File: src/rtl/baud_gen_multi.sv
// baud_gen_multi: multi-rate UART baud generator.
// Derives an oversampled rx tick, a bit-rate tx tick and a 50% duty baud
// square wave from the system clock for one of four preset baud rates.
// Optional build macro FRAC_DIV_EN replaces the integer rx divider with a
// phase accumulator for sub-ppm long-run rate accuracy; div_value still
// reports the integer divisor in both builds.
module baud_gen_multi #(
   parameter int CLK_FREQ   = 50000000,
   parameter int BAUD0      = 2400,
   parameter int BAUD1      = 4800,
   parameter int BAUD2      = 9600,
   parameter int BAUD3      = 19200,
   parameter int OVERSAMPLE = 16,
   parameter int DIV_W      = 16,
   parameter int ACC_W      = 32
) (
   input  logic             clock,
   input  logic             reset,
   input  logic             enable,
   input  logic [1:0]       baud_sel,
   output logic             rx_tick,
   output logic             tx_tick,
   output logic             baud_clk,
   output logic [DIV_W-1:0] div_value
);

   localparam int SUB_W = (OVERSAMPLE > 2) ? $clog2(OVERSAMPLE) : 1;

   // Integer divisor rounded to nearest: clocks per oversampled rx tick.
   function automatic longint calc_div(input longint baud);
      longint rate;
      rate = baud * longint'(OVERSAMPLE);
      return (longint'(CLK_FREQ) + rate / 2) / rate;
   endfunction

   function automatic bit div_ok(input longint d);
      return (d >= 2) && (d < (longint'(1) << DIV_W));
   endfunction

   localparam longint DIV0_L = calc_div(longint'(BAUD0));
   localparam longint DIV1_L = calc_div(longint'(BAUD1));
   localparam longint DIV2_L = calc_div(longint'(BAUD2));
   localparam longint DIV3_L = calc_div(longint'(BAUD3));

   localparam logic [DIV_W-1:0] DIV0 = DIV_W'(DIV0_L);
   localparam logic [DIV_W-1:0] DIV1 = DIV_W'(DIV1_L);
   localparam logic [DIV_W-1:0] DIV2 = DIV_W'(DIV2_L);
   localparam logic [DIV_W-1:0] DIV3 = DIV_W'(DIV3_L);

   localparam logic [SUB_W-1:0] SUB_LAST = SUB_W'(OVERSAMPLE - 1);
   localparam logic [SUB_W-1:0] SUB_HALF = SUB_W'(OVERSAMPLE / 2);

   // Elaboration-time sanity: the square wave needs an even oversample
   // ratio, every divisor must fit the counter and be at least 2, and the
   // accumulator increment math is done in 64-bit arithmetic.
   if (OVERSAMPLE < 2 || (OVERSAMPLE % 2) != 0) begin : g_bad_oversample
      $error("baud_gen_multi: OVERSAMPLE must be even and >= 2");
   end
   if (!div_ok(DIV0_L) || !div_ok(DIV1_L) || !div_ok(DIV2_L) || !div_ok(DIV3_L)) begin : g_bad_divisor
      $error("baud_gen_multi: a baud divisor is < 2 or does not fit DIV_W bits");
   end
   if (ACC_W < 2 || ACC_W > 40) begin : g_bad_acc_w
      $error("baud_gen_multi: ACC_W must be in 2..40");
   end

   logic [1:0]       sel_q;
   logic [DIV_W-1:0] div_new;
   logic [SUB_W-1:0] sub_cnt;
   logic [SUB_W-1:0] sub_inc;
   logic             rate_change;
   logic             rx_wrap;

   assign rate_change = (baud_sel != sel_q);
   assign sub_inc     = sub_cnt + 1'b1;

   // Divisor for the rate being requested right now, loaded on a rate change.
   always_comb begin
      div_new = DIV0;
      case (baud_sel)
         2'd0:    div_new = DIV0;
         2'd1:    div_new = DIV1;
         2'd2:    div_new = DIV2;
         default: div_new = DIV3;
      endcase
   end

`ifdef FRAC_DIV_EN
   // Phase increment per clock: BAUD*OVERSAMPLE*2^ACC_W / CLK_FREQ, rounded.
   function automatic longint calc_inc(input longint baud);
      longint num;
      num = (baud * longint'(OVERSAMPLE)) << ACC_W;
      return (num + longint'(CLK_FREQ) / 2) / longint'(CLK_FREQ);
   endfunction

   localparam logic [ACC_W-1:0] INC0 = ACC_W'(calc_inc(longint'(BAUD0)));
   localparam logic [ACC_W-1:0] INC1 = ACC_W'(calc_inc(longint'(BAUD1)));
   localparam logic [ACC_W-1:0] INC2 = ACC_W'(calc_inc(longint'(BAUD2)));
   localparam logic [ACC_W-1:0] INC3 = ACC_W'(calc_inc(longint'(BAUD3)));

   logic [ACC_W-1:0] acc;
   logic [ACC_W-1:0] inc_cur;
   logic [ACC_W:0]   acc_sum;

   // Accumulator carry-out marks an rx tick for the currently active rate.
   always_comb begin
      inc_cur = INC0;
      case (sel_q)
         2'd0:    inc_cur = INC0;
         2'd1:    inc_cur = INC1;
         2'd2:    inc_cur = INC2;
         default: inc_cur = INC3;
      endcase
      acc_sum = {1'b0, acc} + {1'b0, inc_cur};
      rx_wrap = acc_sum[ACC_W];
   end

   // Phase accumulator: restarts on a rate change, frozen while disabled.
   always_ff @(posedge clock or posedge reset) begin
      if (reset) begin
         acc <= '0;
      end else if (rate_change) begin
         acc <= '0;
      end else if (enable) begin
         acc <= acc_sum[ACC_W-1:0];
      end
   end
`else
   logic [DIV_W-1:0] rx_cnt;

   assign rx_wrap = (rx_cnt == div_value - 1'b1);

   // Integer rx counter 0..D-1: restarts on a rate change, frozen while disabled.
   always_ff @(posedge clock or posedge reset) begin
      if (reset) begin
         rx_cnt <= '0;
      end else if (rate_change) begin
         rx_cnt <= '0;
      end else if (enable) begin
         rx_cnt <= rx_wrap ? '0 : rx_cnt + 1'b1;
      end
   end
`endif

   // Rate tracking, sub-bit counter and registered tick/square-wave outputs;
   // a rate change takes priority over a coincident rx wrap.
   always_ff @(posedge clock or posedge reset) begin
      if (reset) begin
         sel_q     <= 2'd0;
         div_value <= DIV0;
         sub_cnt   <= '0;
         baud_clk  <= 1'b0;
         rx_tick   <= 1'b0;
         tx_tick   <= 1'b0;
      end else begin
         sel_q   <= baud_sel;
         rx_tick <= 1'b0;
         tx_tick <= 1'b0;
         if (rate_change) begin
            div_value <= div_new;
            sub_cnt   <= '0;
            baud_clk  <= 1'b0;
         end else if (enable && rx_wrap) begin
            rx_tick <= 1'b1;
            if (sub_cnt == SUB_LAST) begin
               sub_cnt  <= '0;
               tx_tick  <= 1'b1;
               baud_clk <= 1'b0;
            end else begin
               sub_cnt  <= sub_inc;
               baud_clk <= (sub_inc >= SUB_HALF);
            end
         end
      end
   end

endmodule

File: config.mk
export PLATFORM = sky130hd
export DESIGN_NAME = baud_gen_multi
export DESIGN_NICKNAME = d
export VERILOG_FILES = /design/src/rtl/baud_gen_multi.sv
export SDC_FILE = /design/constraint.sdc
export NUM_CORES = 1
export LEC_CHECK = 0
export ABC_AREA = 1
export BUFFER_PORTS_ARGS = -buffer_cell sky130_fd_sc_hd__buf_4
export CAP_MARGIN = 5
export CORE_MARGIN = 10
export CORE_UTILIZATION = 25
export CTS_BUF_LIST = sky130_fd_sc_hd__clkbuf_4
export DETAILED_ROUTE_END_ITERATION = 16
export GPL_ROUTABILITY_DRIVEN = 0
export HOLD_SLACK_MARGIN = 0.15
export SLEW_MARGIN = 0
export SYNTH_ARGS = -nofsm -noshare
export SYNTH_HDL_FRONTEND = slang
export SYNTH_SLANG_ARGS = --single-unit
export TNS_END_PERCENT = 5
File: constraint.sdc
create_clock -name clock -period 3.3 [get_ports clock]
set_clock_uncertainty 0.15 [all_clocks]
set_input_delay 0.33 -clock clock [delete_from_list [all_inputs] [get_ports clock]]
set_output_delay 0.33 -clock clock [all_outputs]
set_load 0.05 [all_outputs]
# Word-level counts from Yosys, hierarchy flattened
# Index checks and enable logic that the tools add are counted.
dict set report word_totals {
  out_inout_bits 19
  regBits 41
  inputBits 5
}
dict set report classes {
  n_eq_ne 5
  n_lt_le_gt_ge 1
  reduce_logical 4
  n_addsub 3
  n_mux 15
}
# cell n
set op_table {}
lappend op_table {{two-way mux 16 bit} 3}
lappend op_table {{case mux 11 bit (3 select lines)} 1}
lappend op_table {{adder 16 x 1 -> 16 bit (second input constant)} 1}
lappend op_table {{== test 16 bit} 1}
lappend op_table {{subtractor 16 x 1 -> 16 bit (second input constant)} 1}
lappend op_table {{two-way mux 4 bit} 3}
lappend op_table {{two-way mux 1 bit} 8}
lappend op_table {{adder 4 x 1 -> 4 bit (second input constant)} 1}
lappend op_table {{== test 4 bit (second input constant)} 1}
lappend op_table {{>= comparator 4 bit (second input constant)} 1}
lappend op_table {{nonzero test 2 bit} 2}
lappend op_table {{== test 2 x 1 -> 1 bit (second input constant)} 1}
lappend op_table {{== test 2 bit (second input constant)} 1}
lappend op_table {{logical NOT 2 bit} 1}
lappend op_table {{inequality test 2 bit} 1}
lappend op_table {{logical AND 1 bit} 1}

# Depth between registers and ports, before layout
# Gate-level depths: netlist (run 1).
dict set report logic_depth {
  ltp_word 5
  ltp_mapped 11
  ltp_nobuf 10
}

# Least setup slack after synthesis (run 1)
# No wires, ideal clock.
dict set report synth_timing {
  kind {flip-flop to flip-flop}
  start {register div_value[8]}
  end {register rx_cnt[7]}
  stages_incl_launch_ff 11
  path_buffers 1
  t_arrival_ns 1.555
  setup_slack_ns 1.477
  setup_time_ns 0.118
  required_time_ns 3.032
  synth_period_minus_slack_ns 1.823
  cell_sequence {dfstp_2 inv_1 nand2_1 nand2_1 nor2_2 nand2_2 nor2_4 nand3_4 nand2_4 buf_8 nor2_1}
}
dict set report synth_between {
  elab_chain_cells 5
}
# item line_no
set synth_rtl {}
lappend synth_rtl {{from (decl)} 24} ;# output logic [DIV_W-1:0] div_value
lappend synth_rtl {{from (signal assigned)} 159} ;# div_value <= div_new;
lappend synth_rtl {{subtractor 16 x 1 -> 16 bit} 130} ;# assign rx_wrap = (rx_cnt == div_value - 1'b1);
lappend synth_rtl {{== test 16 bit} 130}
lappend synth_rtl {{two-way mux 16 bit} 139} ;# rx_cnt <= rx_wrap ? '0 : rx_cnt + 1'b1;
lappend synth_rtl {{two-way mux 16 bit} 138} ;# end else if (enable) begin
lappend synth_rtl {{two-way mux 16 bit} 136} ;# end else if (rate_change) begin
lappend synth_rtl {{to (signal assigned)} 139}
lappend synth_rtl {{to (decl)} 128} ;# logic [DIV_W-1:0] rx_cnt;
# Every way passes these cells. The select of a mux whose other input is x is not followed.
# A chain may end at the register's enable or synchronous reset.

# Worst setup path in the final report (run 1)
dict set report layout_timing {
  start {input port baud_sel[1]}
  end {register baud_clk}
}
dict set report layout_between {
  elab_chain_cells 2
  word_cells_on_any_way 3
}
# item line_no
set layout_rtl {}
lappend layout_rtl {{from (decl)} 20} ;# input logic [1:0] baud_sel,
lappend layout_rtl {{inequality test 2 bit *} 73} ;# assign rate_change = (baud_sel != sel_q);
lappend layout_rtl {{two-way mux 1 bit / nonzero test 2 bit (equally long branches)} n/a}
lappend layout_rtl {{to (signal assigned)} 170} ;# baud_clk <= (sub_inc >= SUB_HALF);
lappend layout_rtl {{to (decl)} 23} ;# output logic baud_clk,
# Every way passes the cells marked *; elsewhere a longest branch is shown, timed or not.

==> run_results.csv, run 1 <==
group,metric,value,unit
outcome,run_status,"finished, final reports clean",
critical_path,endpoint_kind,"flop",
detailed_routing,wl_per_cell,12.63,um
cts,clk_pin_slew_worst_paths,110,ps
timing,period_minus_slack,2309,ps
die,fp-row-count,31,
finish,drive_gt1_frac,0.1353,
timing,grt_setup_unrepaired,"no",
finish,layout.nets,272,
grt,grt_max_degree,32,
die,die_w,105.8,um
cts,cts_buffers,5,
cts,ctsResizeCount,0,
timing,finalCritPeriodShare,0.6996,
cts,clockRootBuffer,"clkbuf_4",
job,drv_cap,0,
grt,overflow,0,
detailed_routing,vias_per_cell,4.430,
timing,slew_headroom,0.6073,
finish,diodes,0,
cts,clkSinkCount,31,
yosys,yosysTopAreaCell,"dfrtp_1",
die,start_util,0.2551,
power_and_ir_drop,combPwrFrac,0.216,
yosys,synth_cell_type_count,26,
yosys,ys_top_cells_by_area,"dfrtp_1 (39%), nand2_1 (13%), nand3_1 (6.5%)",
yosys,yosys_warnings,0,
cts,cts_setup_buffers,0,
timing,tightestPinTransition,587.4,ps
die,fp.dieH,105.8,um
power_and_ir_drop,p_seq_frac,0.500,
critical_path,r2r_start,"sel_q[1]",
yosys,netlist_area,1841,um^2
yosys,ys_seq_elements,31,
critical_path,critPathKind,"in2reg",
detailed_routing,final_antenna_net_count,0,
power_and_ir_drop,power.density,398.4,nW/um^2
power_and_ir_drop,ir_drop,0.3431,mV
critical_path,slowest_delay,540,ps
die,ios,24,
grt,antenna_found_initial,0,
power_and_ir_drop,switchingPower,0.0003084,W
cts,clkLatencyLatePin,350,ps
yosys,yosysMostFrequentCell,"nand2_1",
critical_path,rrSetupSlack,1280,ps
critical_path,crit_top_cell,"nand2_1",
yosys,ys.flop_type,"dfrtp_1",
power_and_ir_drop,p_leak,1.000,nW
critical_path,crit_path_top_delay_cell,"dlygate4sd3_1",
finish,final_util,0.2898,
power_and_ir_drop,p_int,0.0005245,W
power_and_ir_drop,swShare,0.3703,
grt,grt_pass1_wl,7.824,mm
timing,finalHoldWorstSlack,164.1,ps
critical_path,crit_required,3400,ps
hold_path,min_path_type,"in2reg",
power_and_ir_drop,power.share.clock,0.285,
cts,ctsHtreeMaxLevel,2,
yosys,syn_inst,248,
detailed_routing,first_iter_violations,82,
yosys,synth_top_area_share,0.3943,
critical_path,reg2regPathDepth,6,
timing,slew_viol_final,0,
die,dieArea,11190,um^2
critical_path,critPathArrivalTime,2410,ps
grt,grt_pass1_vias,1605,
yosys,yosysSeqAreaShare,0.4228,
yosys,synthTopCellsByCount,"nand2_1 (65), nor2_1 (30), dfrtp_1 (29), inv_1 (29), nand3_1 (24)",
cts,clk_path_buf_depth,2,
detailed_routing,drt_first_pass_iters,4,
placement,io_buffers,17,
detailed_routing,num_vias,1617,
hold_path,whs_path_depth,3,
critical_path,cp-start-kind,"primary input",
yosys,avgSynthCellArea,7.421,um^2
timing,setup_viol,0,
cts,cts_tree,"built",
finish,area_delta_synth_final,13.60,%
timing,tns,0,ps
detailed_routing,routed_wl,4.609,mm
detailed_routing,drc,0,
critical_path,crit_path_start,"baud_sel[1]",
yosys,synth_edf_count,0,
grt,grt_usage,0.08708,
timing,clock.fmax,0.4332,GHz
critical_path,r2r-end,"baud_clk",
critical_path,crit_fanout,15,
timing,hold_viol_final,0,
placement,hpwl,3.391,mm
yosys,synth_async_sr_flop_share,1.000,
critical_path,cp-endpoint,"baud_clk",
die,core_area,7214,um^2
critical_path,cp_cell_sequence,"dlygate4sd3_1 > buf_4 > xnor2_1 > nand2_1 > inv_1 > nand2_4 > nand2_1 > nand2_1",
-- critical path, delay by kind of cell --
| kind | cells | cell delay (ps) |
|---|---|---|
| xor gates and xnor gates | 1 | 190 |
| and+or+nand+nor | 4 | 680 |
| buffers and inverters | 3 | 1210 |
-- cells by family (layout without fill, tap and decap cells) --
logic type / after synthesis / count (layout) / synth area share
xor+xnor: 10 / 10 / 0.04758
flops: 31 / 31 / 0.4228
simple gates: 143 / 143 / 0.3474
fa+ha+maj: 2 / 2 / 0.01359
compound gates: 15 / 15 / 0.04283
buf+inv: 45 / 59 / 0.1217
other cells: 2 / 6 / 0.004080
-- final cells by class --
type                            instances  area (um^2)
Inverter                               30        112.6
Tap cell                               99        123.9
Clock buffer                            5        37.54
Sequential cell                        31        778.2
Clock inverter                          3        20.02
Fill cell                             803         5124
Multi-Input combinational cell        176        853.3
Timing Repair Buffer                   21        165.2
-- worst min-delay path by stage --
stage,from,to,slack (ps)
floorplan,baud_sel[0],sel_q[0],210
global placement,reset,sel_q[0],300
detailed placement,reset,div_value[9],300
CTS,enable,rx_cnt[14],150
global route,enable,rx_cnt[1],190
finish,enable,rx_cnt[14],160
-- power groups by stage --
stage	Clock (W)	Sequential [W]	Combinational (W)
3_3_place_gp	0	0.000424	0.000177
3_5_place_dp	0	0.000423	0.000179
4_1_cts	0.000243	0.000416	0.000182
6_report	0.000237	0.000416	0.000180
5_1_grt	0.000259	0.000420	0.000196
2_1_floorplan	0	0.000445	0.000122
-- metal layers --
| metal | vias to the layer above | global-route usage | wire length, um |
|---|---|---|---|
| met1 | 741 | 0.1042 | 1936 |
| li1 | 806 | - | - |
| met5 | - | 0 | 0 |
| met2 | 60 | 0.1334 | 2043 |
| met4 | 0 | 0.05513 | 136 |
| met3 | 10 | 0.02619 | 492 |
-- placed cells by master, fill, tap and decap left out --
cell type / n
nand2_1: 65
nor2_1: 30
inv_1: 29
dfrtp_1: 29
nand3_1: 24
buf_4: 18
o21ai_0: 12
nand4_1: 10
nor3_1: 7
conb_1: 6
xnor2_1: 5
xor2_1: 5
clkbuf_4: 5
nand2_2: 3
dlygate4sd3_1: 3
ha_1: 2
clkinvlp_4: 2
dfstp_2: 2
o22ai_1: 1
inv_2: 1
nor2_2: 1
nor2_4: 1
o21ai_1: 1
nand3_4: 1
nand2_4: 1
o21a_1: 1
clkinv_2: 1
-- state kept, by name, summed over array words and instances, names as in the netlist --
signal     cells
rx_tick        1
rx_cnt        16
tx_tick        1
div_value      6
sel_q          2
baud_clk       1
sub_cnt        4
-- repair_timing --
action | 4_1_cts | 5_1_grt
hold buffers | 3 | 0
setup endpoints to repair | 0 | 0
endpoints found under the hold margin | 34 | 0
-- through the flow --
stage	area [um^2]	worst slack, ps	total power, W	cells
global route	2091	831.7	0.0008747	365
floorplan	1856	1477	0.0005674	252
finish	2091	991.3	0.0008330	365
global placement	2003	1229	0.0006010	354
CTS	2091	1011	0.0008411	365
detailed placement	2003	1188	0.0006027	354
Note: power is estimated with default switching activity, not from simulation.
==> run 2: changes to the inputs <==
==> constraint.sdc (replaced) <==
create_clock -name clock -period 2.08 [get_ports clock]
set_clock_uncertainty 0.15 [all_clocks]
set_input_delay 0.208 -clock clock [delete_from_list [all_inputs] [get_ports clock]]
set_output_delay 0.208 -clock clock [all_outputs]
set_load 0.05 [all_outputs]
==> run 2 against run 1 <==
Final area rose by 1.6%. Critical path type unchanged. Flip-flop and latch count did not move. Sequential share of layout area fell by 0.57 points. First-iteration DRC count rose by 78%. Register-to-register slack got worse by 980 ps. Die area did not move. Critical endpoint is now rx_cnt[11]. Worst setup slack got worse by 720 ps. Cell count rose by 1.1%. Hold slack improved by 190 ps. Non-clock buffer count rose by 4. Routed wire length fell by 1.4%. Combinational power rose by 65%.
==> run_results.csv, run 2 (synthesized netlist as in run 1, its figures left out) <==
group,metric,value,unit
placement,hpwl,3.336,mm
critical_path,critPathKind,"in2reg",
critical_path,cp-start-kind,"primary input",
finish,largest_reg_flops,16,
finish,drive_gt1_frac,0.1444,
critical_path,r2r-end,"sub_cnt[3]",
detailed_routing,vias_per_cell,4.322,
timing,finalCritPeriodShare,0.8698,
cts,clkLatencyLatePin,340,ps
hold_path,min_path_type,"in2async",
grt,overflow,0,
detailed_routing,drc,0,
cts,cts_tree,"built",
finish,layout.nets,276,
finish,final_cell_mix,"nand2_1 (65), nor2_1 (30), inv_1 (29), dfrtp_1 (29), nand3_1 (24)",
finish,largest-register,"rx_cnt",
critical_path,crit_required,2180,ps
critical_path,rrSetupSlack,300,ps
finish,largest_registers,"rx_cnt: 16 flops, div_value: 6 flops, sub_cnt: 4 flops",
finish,fin_cells,369,
cts,clk_path_buf_depth,2,
power_and_ir_drop,power.density,626.0,nW/um^2
critical_path,endpoint_kind,"flop",
detailed_routing,final_antenna_net_count,0,
grt,grt_pass1_wl,7.907,mm
critical_path,crit_fanout,9,
die,ios,24,
die,dieArea,11190,um^2
critical_path,slowest_delay,530,ps
die,core_area,7214,um^2
timing,slew_viol_final,0,
detailed_routing,wl_per_cell,12.31,um
finish,final_util,0.2943,
cts,clkSinkCount,31,
die,fp-row-count,31,
timing,finalHoldWorstSlack,349.5,ps
timing,clock.fmax,0.5527,GHz
critical_path,cpLargestDelayFamily,"buffers and inverters",
critical_path,cp_num_buf_inv,4,
detailed_routing,routed_wl,4.543,mm
critical_path,crit_top_cell,"buf_4",
timing,tns,0,ps
critical_path,critPathArrivalTime,1910,ps
die,fp.dieH,105.8,um
critical_path,reg2regPathDepth,10,
cts,clk_pin_slew_worst_paths,110,ps
job,drv_cap,0,
die,die_w,105.8,um
power_and_ir_drop,p_leak,1.027,nW
detailed_routing,num_vias,1595,
grt,grt_pass1_vias,1651,
finish,diodes,0,
placement,dp_cells,357,
grt,grt_usage,0.08522,
grt,grt_max_degree,32,
detailed_routing,first_iter_violations,146,
outcome,run_status,"finished, final reports clean",
critical_path,r2r_start,"div_value[8]",
critical_path,cp_cell_sequence,"dlygate4sd3_1 > buf_4 > xnor2_1 > nand2_1 > inv_1 > buf_4 > nand4_1 > o21ai_0",
power_and_ir_drop,ir_drop,0.4878,mV
timing,grt_setup_unrepaired,"no",
timing,hold_viol_final,0,
finish,area_delta_synth_final,15.36,%
timing,setup_viol,0,
detailed_routing,drt_first_pass_iters,4,
critical_path,crit_path_top_delay_cell,"dlygate4sd3_1",
cts,clockRootBuffer,"clkbuf_4",
finish,final_common_cell,"nand2_1",
die,start_util,0.2551,
cts,ctsHtreeMaxLevel,2,
grt,antenna_found_initial,0,
timing,period_minus_slack,1809,ps
cts,cts_buffers,5,
placement,io_buffers,17,
## run 2: changes by cell type in the layout (fill, tap and decap cells not counted)
| cell | previous run | this run |
|---|---|---|
| buf_4 | 18 | 21 |
| clkbuf_4 | 5 | 7 |
| clkinvlp_4 | 2 | 0 |
| dlygate4sd3_1 | 3 | 4 |
## run 2: where the power goes
group	internal [W]	total, W	switching, W
clock	0.000158	0.000377	0.000219
combinational	0.0000832	0.000297	0.000214
sequential	0.000628	0.000655	0.0000274
total	0.000869	0.00133	0.000460
## run 2: worst reg2reg max path: cells and delay by family (launching register included)
kind | cells | cell delay, ps
buffers and inverters | 1 | 80
flip-flops | 1 | 610
AND/OR/NAND/NOR | 9 | 900
## run 2: area by class of cell
cell class,count,area (um^2)
clock buffer,7,52.55
clock inverter,1,5.005
fill,787,5091
inverter,30,112.6
multi-input combinational,176,853.3
sequential,31,778.2
tap,99,123.9
timing repair buffer,25,197.7
## run 2: worst max-delay path by stage
stage                     cells past startpoint    startpoint         end  slack [ps]
after floorplan                              10  div_value[8]   rx_cnt[7]         260
after global placement                       10  div_value[8]  sub_cnt[3]         350
after detailed placement                     10  div_value[8]  sub_cnt[3]         310
after CTS                                    10  div_value[8]  sub_cnt[3]         280
after global routing                         10  div_value[8]  sub_cnt[1]         150
final                                         8   baud_sel[1]  rx_cnt[11]         270
## run 2: layer usage
metal	wire length (um)	track usage	part of all wire
met1	2169	0.1068	0.48
met2	2094	0.1360	0.46
met3	237	0.02741	0.052
met4	42	0.02611	0.0092
met5	0	0	0
## run 2: metrics by stage
step	setup slack (ps)	total power (W)	instance area, um^2
finish	270.8	0.001329	2123
global route	152.4	0.001407	2123
CTS	284.9	0.001341	2123
detailed placement	306.4	0.0009608	2026
global placement	345.1	0.0009602	2026
floorplan	256.6	0.0009003	1856
## run 2: repair_timing
item                      CTS  global route
hold endpoints to repair   48             0
gates resized for setup     0             0
hold buffers                4             0
setup buffers               0             0
